## config.mk

```make
export PLATFORM = sky130hd
export DESIGN_NAME = srlzr_tx_sched
export DESIGN_NICKNAME = d
export VERILOG_FILES = /design/src/rtl/srlzr_tx_sched.sv
export SDC_FILE = /design/constraint.sdc
export NUM_CORES = 1
export LEC_CHECK = 0
export CAP_MARGIN = 10
export CORE_ASPECT_RATIO = 0.6
export CORE_MARGIN = 4
export CORE_UTILIZATION = 45
export DETAILED_ROUTE_END_ITERATION = 12
export MAX_ROUTING_LAYER = met4
export PLACE_DENSITY = 0.88
export SYNTH_ARGS = -nofsm -noshare
export SYNTH_HDL_FRONTEND = slang
export SYNTH_SLANG_ARGS = --single-unit
```

## constraint.sdc

```tcl
create_clock -name clk -period 3.57 [get_ports clk]
set_input_delay 0.714 -clock clk [delete_from_list [all_inputs] [get_ports clk]]
set_output_delay 0.714 -clock clk [all_outputs]
set_load 0.01 [all_outputs]
```

## src/rtl/srlzr_tx_sched.sv

```systemverilog
// Round-robin scheduler sharing one PISO serializer among NUM_REQ byte sources.
// Grants a requester, loads its word, paces DATA_WIDTH shift strobes, then holds an inter-frame gap.
module srlzr_tx_sched #(
    parameter int DATA_WIDTH   = 8,
    parameter int NUM_REQ      = 4,
    parameter int CLKS_PER_BIT = 4,
    parameter int GAP_CYCLES   = 2
) (
    input  logic                          clk,
    input  logic                          rst,
    input  logic                          en,
    input  logic [NUM_REQ-1:0]            req_valid,
    input  logic [NUM_REQ*DATA_WIDTH-1:0] req_data,
    output logic [NUM_REQ-1:0]            req_ready,
    output logic                          ser_load,
    output logic [DATA_WIDTH-1:0]         ser_data,
    output logic                          ser_shift,
    output logic [$clog2(NUM_REQ)-1:0]    grant_id,
    output logic                          busy
);

    localparam int ID_W   = $clog2(NUM_REQ);
    localparam int CW     = ID_W + 1;
    localparam int BAUD_W = (CLKS_PER_BIT > 1) ? $clog2(CLKS_PER_BIT) : 1;
    localparam int BIT_W  = (DATA_WIDTH > 1) ? $clog2(DATA_WIDTH) : 1;
    localparam int GAP_W  = (GAP_CYCLES > 1) ? $clog2(GAP_CYCLES) : 1;

    localparam logic [BAUD_W-1:0] BAUD_LAST = BAUD_W'(CLKS_PER_BIT - 1);
    localparam logic [BIT_W-1:0]  BIT_LAST  = BIT_W'(DATA_WIDTH - 1);
    localparam logic [GAP_W-1:0]  GAP_LAST  = GAP_W'(GAP_CYCLES - 1);
    localparam logic [ID_W-1:0]   ID_LAST   = ID_W'(NUM_REQ - 1);
    localparam logic [CW-1:0]     NUM_REQ_C = CW'(NUM_REQ);

    typedef enum logic [1:0] {
        ST_IDLE,
        ST_LOAD,
        ST_SHIFT,
        ST_GAP
    } state_t;

    state_t                  state_q;
    logic [ID_W-1:0]         rr_ptr_q;
    logic [ID_W-1:0]         grant_id_q;
    logic [BAUD_W-1:0]       baud_q;
    logic [BIT_W-1:0]        bit_q;
    logic [GAP_W-1:0]        gap_q;
    logic [NUM_REQ-1:0]      req_ready_q;
    logic                    ser_load_q;
    logic [DATA_WIDTH-1:0]   ser_data_q;
    logic                    ser_shift_q;
    logic                    busy_q;

    logic [ID_W-1:0]         pick_id_d;
    logic                    pick_found_d;
    logic [ID_W-1:0]         rr_ptr_d;
    logic [DATA_WIDTH-1:0]   req_word [NUM_REQ];

    for (genvar g = 0; g < NUM_REQ; g++) begin : g_unpack
        assign req_word[g] = req_data[g*DATA_WIDTH +: DATA_WIDTH];
    end

    // First valid requester at or after rr_ptr_q, wrapping modulo NUM_REQ.
    always_comb begin
        logic [CW-1:0] cand;
        pick_found_d = 1'b0;
        pick_id_d    = rr_ptr_q;
        cand         = '0;
        for (int i = 0; i < NUM_REQ; i++) begin
            cand = {1'b0, rr_ptr_q} + CW'(i);
            if (cand >= NUM_REQ_C) begin
                cand = cand - NUM_REQ_C;
            end
            if (!pick_found_d && req_valid[cand[ID_W-1:0]]) begin
                pick_found_d = 1'b1;
                pick_id_d    = cand[ID_W-1:0];
            end
        end
    end

    assign rr_ptr_d = (grant_id_q == ID_LAST) ? '0 : grant_id_q + 1'b1;

    always_ff @(posedge clk) begin
        if (rst) begin
            state_q     <= ST_IDLE;
            rr_ptr_q    <= '0;
            grant_id_q  <= '0;
            baud_q      <= '0;
            bit_q       <= '0;
            gap_q       <= '0;
            req_ready_q <= '0;
            ser_load_q  <= 1'b0;
            ser_data_q  <= '0;
            ser_shift_q <= 1'b0;
            busy_q      <= 1'b0;
        end else begin
            // NOTE: strobes default low each cycle so every assertion below is a single-cycle pulse.
            req_ready_q <= '0;
            ser_load_q  <= 1'b0;
            ser_shift_q <= 1'b0;

            case (state_q)
                ST_IDLE: begin
                    busy_q <= 1'b0;
                    if (en && pick_found_d) begin
                        grant_id_q <= pick_id_d;
                        state_q    <= ST_LOAD;
                    end
                end

                ST_LOAD: begin
                    busy_q <= 1'b1;
                    if (req_valid[grant_id_q]) begin
                        req_ready_q[grant_id_q] <= 1'b1;
                        ser_load_q              <= 1'b1;
                        ser_data_q              <= req_word[grant_id_q];
                        rr_ptr_q                <= rr_ptr_d;
                        baud_q                  <= '0;
                        bit_q                   <= '0;
                        state_q                 <= ST_SHIFT;
                    end else begin
                        // Requester withdrew between grant and load: re-arbitrate without advancing rr_ptr.
                        state_q <= ST_IDLE;
                    end
                end

                ST_SHIFT: begin
                    busy_q <= 1'b1;
                    if (baud_q == BAUD_LAST) begin
                        baud_q      <= '0;
                        ser_shift_q <= 1'b1;
                        if (bit_q == BIT_LAST) begin
                            bit_q   <= '0;
                            gap_q   <= '0;
                            state_q <= ST_GAP;
                        end else begin
                            bit_q <= bit_q + 1'b1;
                        end
                    end else begin
                        baud_q <= baud_q + 1'b1;
                    end
                end

                ST_GAP: begin
                    busy_q <= 1'b1;
                    if (gap_q == GAP_LAST) begin
                        gap_q   <= '0;
                        state_q <= ST_IDLE;
                    end else begin
                        gap_q <= gap_q + 1'b1;
                    end
                end

                default: begin
                    state_q <= ST_IDLE;
                end
            endcase
        end
    end

    assign req_ready = req_ready_q;
    assign ser_load  = ser_load_q;
    assign ser_data  = ser_data_q;
    assign ser_shift = ser_shift_q;
    assign grant_id  = grant_id_q;
    assign busy      = busy_q;

`ifndef SYNTHESIS
    a_ready_onehot: assert property (@(posedge clk) disable iff (rst) $onehot0(req_ready_q));
    a_load_with_ready: assert property (@(posedge clk) disable iff (rst) ser_load_q == (req_ready_q != '0));
`endif

endmodule

```

==> impl_metrics.toml <==
[floorplanning]
die_area_um2 = 4126
ios = 56
initial_core_util = 0.4821
num_rows = 15
core_area_um2 = 2928
dieWidth_um = 80.30
die_h_um = 51.38

[timing]
slew_headroom = 0.4042
clock_skew_ns = 0.002427
finalSetupViolations = 0
report.final.slew_viol_count = 0
max_freq_mhz = 386.9
period_share = 0.7239
worst_pin_slew_ns = 0.8924
final_hold_viol_count = 0
setup_tns_ns = 0
post-route-min-period_ns = 2.584
fin_hold_ws_ns = 0.5139
grt_setup_unrepaired = "false"
fin_ws_ns = 0.9857

[place]
dpl_worst_slack_ns = 1.026
hpwl_um = 2844
place.gp.congestion = 0.8311
port_buffers = 55

[global_routing]
antenna_found_initial = 0
grt_pass1_vias = 1276
grt_pass1_wl_um = 5906
gr-total-overflow = 0
grt_max_degree = 24
grt_use_total = 0.1943

[clock_tree]
numClockSinks = 27
cts.clk_slew.worst_paths_ns = 0.09
cts_max_path_buffers = 2
numCtsBuffers = 3
cts_tree = "yes"
clock_latency_ns = 0.27
cts_setup_buffers = 0
ctsHoldBuffers = 0
cts_htree_levels = 1
cts-root-buf = "clkbuf_8"
post_cts_resized = 0

[yosys]
ys_ff_latch = 27
synth_area_leaders = "dfxtp_1, mux4_2, mux2i_1"
synth_cells = 137
ys_seq_area_frac = 0.3830
yosys.area.top_type = "dfxtp_1"
synth_edf_count = 0
synth_fp_nets = 183
ys_types = 28
synthTopCellsByCount = "dfxtp_1, nor2_1, mux2i_1"
synth.most_common_cell = "dfxtp_1"
synth-main-ff-cell = "dfxtp_1"
yosysTopAreaCellShare = 0.3830
ys_warn_count = 0
syn_area_um2 = 1411
synth.avg_cell_area_um2 = 10.30
async_flop_share = 0

[run_status]
status = "finished, final reports clean"

[finish]
nNetsFinal = 236
seqCellArea_um2 = 540.5
syn2layout_area_growth_pct = 42.38
diodes = 0
multiInputGateArea_um2 = 783.3
drive_above_1_share = 0.07407
fillers = 226

[critical_path]
cp.required_ns = 2.86
path_cells = "clkdlybuf4s50_1"
slowest_stage = "dfxtp_1"
critPathArrivalTime_ns = 1.87
cp-start-kind = "flip-flop"
critPathKind = "flip-flop to output pin"
crit_fanout = 16
crit_path_end_kind = "output pin"
crit_buf_inv = 1
crit_family = "flip-flops"
cp_slowest_stage_delay_ns = 0.91

[power_and_ir_drop]
combPwrFrac = 0.220
p_clk_frac = 0.265
swShare = 0.2513
power_leakage_nw = 0.7184
seqPwrFrac = 0.515
p_sw_mw = 0.1627
power.density_nw_per_um2 = 322.2
p_int_mw = 0.4848
ir_worst_vdd_v = 0.0001774

[detailed_routing]
drtIter0Drc = 64
routed_wl_um = 3707
via_per_inst = 5.381
ant_nets = 0
wire_per_inst_um = 16.05
drt_pass1_iterations = 4
drc = 0
vias = 1243

[flow_run]
drv_cap = 0

[min_path]
hold_class = "flip-flop to flip-flop"
==> kinds of logic (layout without fill, tap and decap cells) <==
| logic type | count (synthesis) | in the layout | share of synthesized area |
|---|---|---|---|
| AO/OA/AOI/OAI | 22 | 22 | 0.1117 |
| flip-flops | 27 | 27 | 0.3830 |
| adder cells (fa/ha/maj) | 7 | 7 | 0.06205 |
| multiplexers | 23 | 23 | 0.2340 |
| AND/OR/NAND/NOR | 42 | 42 | 0.1472 |
| buffers and inverters | 16 | 68 | 0.06205 |
==> power by group through the flow <==
stage	Clock, mW	Sequential, mW	Combinational, mW
5_1_grt	0.188	0.336	0.154
4_1_cts	0.176	0.334	0.143
6_report	0.172	0.334	0.142
3_5_place_dp	0	0.341	0.142
3_3_place_gp	0	0.339	0.136
2_1_floorplan	0	0.332	0.0797
==> state kept, by name (all words and copies together) (netlist names), named ones only <==
signal,cells
bit_q,3
gap_q,1
busy,1
baud_q,2
grant_id,2
ser_load,1
rr_ptr_q,2
ser_data,8
req_ready,4
state_q,1
ser_shift,1
==> metal layers <==
| metal | vias up | global-route usage | wire, um |
|---|---|---|---|
| li1 | 594 | - | - |
| met1 | 611 | 0.2138 | 1483 |
| met2 | 31 | 0.3407 | 2003 |
| met3 | 7 | 0.04754 | 157 |
| met4 | 0 | 0.07865 | 63 |
| met5 | - | - | 0 |
==> through the flow <==
| stage | util | total power, mW | std cells | cell area [um^2] |
|---|---|---|---|---|
| after floorplan | - | 0.4115 | 137 | 1411 |
| final | 0.6863 | 0.6475 | 231 | 2009 |
| after global routing | 0.6863 | 0.6780 | 231 | 2009 |
| after global placement | 0.6709 | 0.4754 | 227 | 1964 |
| after CTS | 0.6863 | 0.6530 | 231 | 2009 |
| after detailed placement | 0.6709 | 0.4827 | 227 | 1964 |
==> cell type report <==
cell class | instances | area share
Clock buffer | 4 | 0.02242
Timing Repair Buffer | 56 | 0.2777
Sequential cell | 27 | 0.2690
Multi-Input combinational cell | 94 | 0.3898
Tap cell | 42 | 0.02615
Inverter | 8 | 0.01494
==> worst paths after layout <==
kind / endpoint / slack [ns] / cells after the start / from
worst min register to register: ser_data[2] / 0.51 / 2 / ser_data[2]
worst max-delay path: grant_id[0] / 0.99 / 1 / grant_id[0]
worst max register to register: req_ready[2] / 1.36 / 4 / grant_id[0]
worst min-delay path: ser_data[2] / 0.51 / 2 / ser_data[2]
==> layout by cell type (no fill, tap or decap), drive strengths merged <==
cell           count
o41ai              1
or3b               1
ha                 7
nor3               5
o21ai              2
inv                8
a211oi             1
dfxtp             27
a221oi             2
mux2i             15
clkdlybuf4s50     55
nand2b             1
o22a               3
mux4               8
clkbuf             4
nand3b             2
o22ai              1
o221ai             1
nor3b              2
buf                1
nand2              7
a21oi             10
o31a               1
and3b              1
and2b              1
and2               4
nor2              18
==> tightest hold or removal path: stages (launching register included) <==
cell	delay, ns
dfxtp_1	0.34
mux2i_1	0.07
nor2_1	0.07
Power figures use the tool's default switching activity.
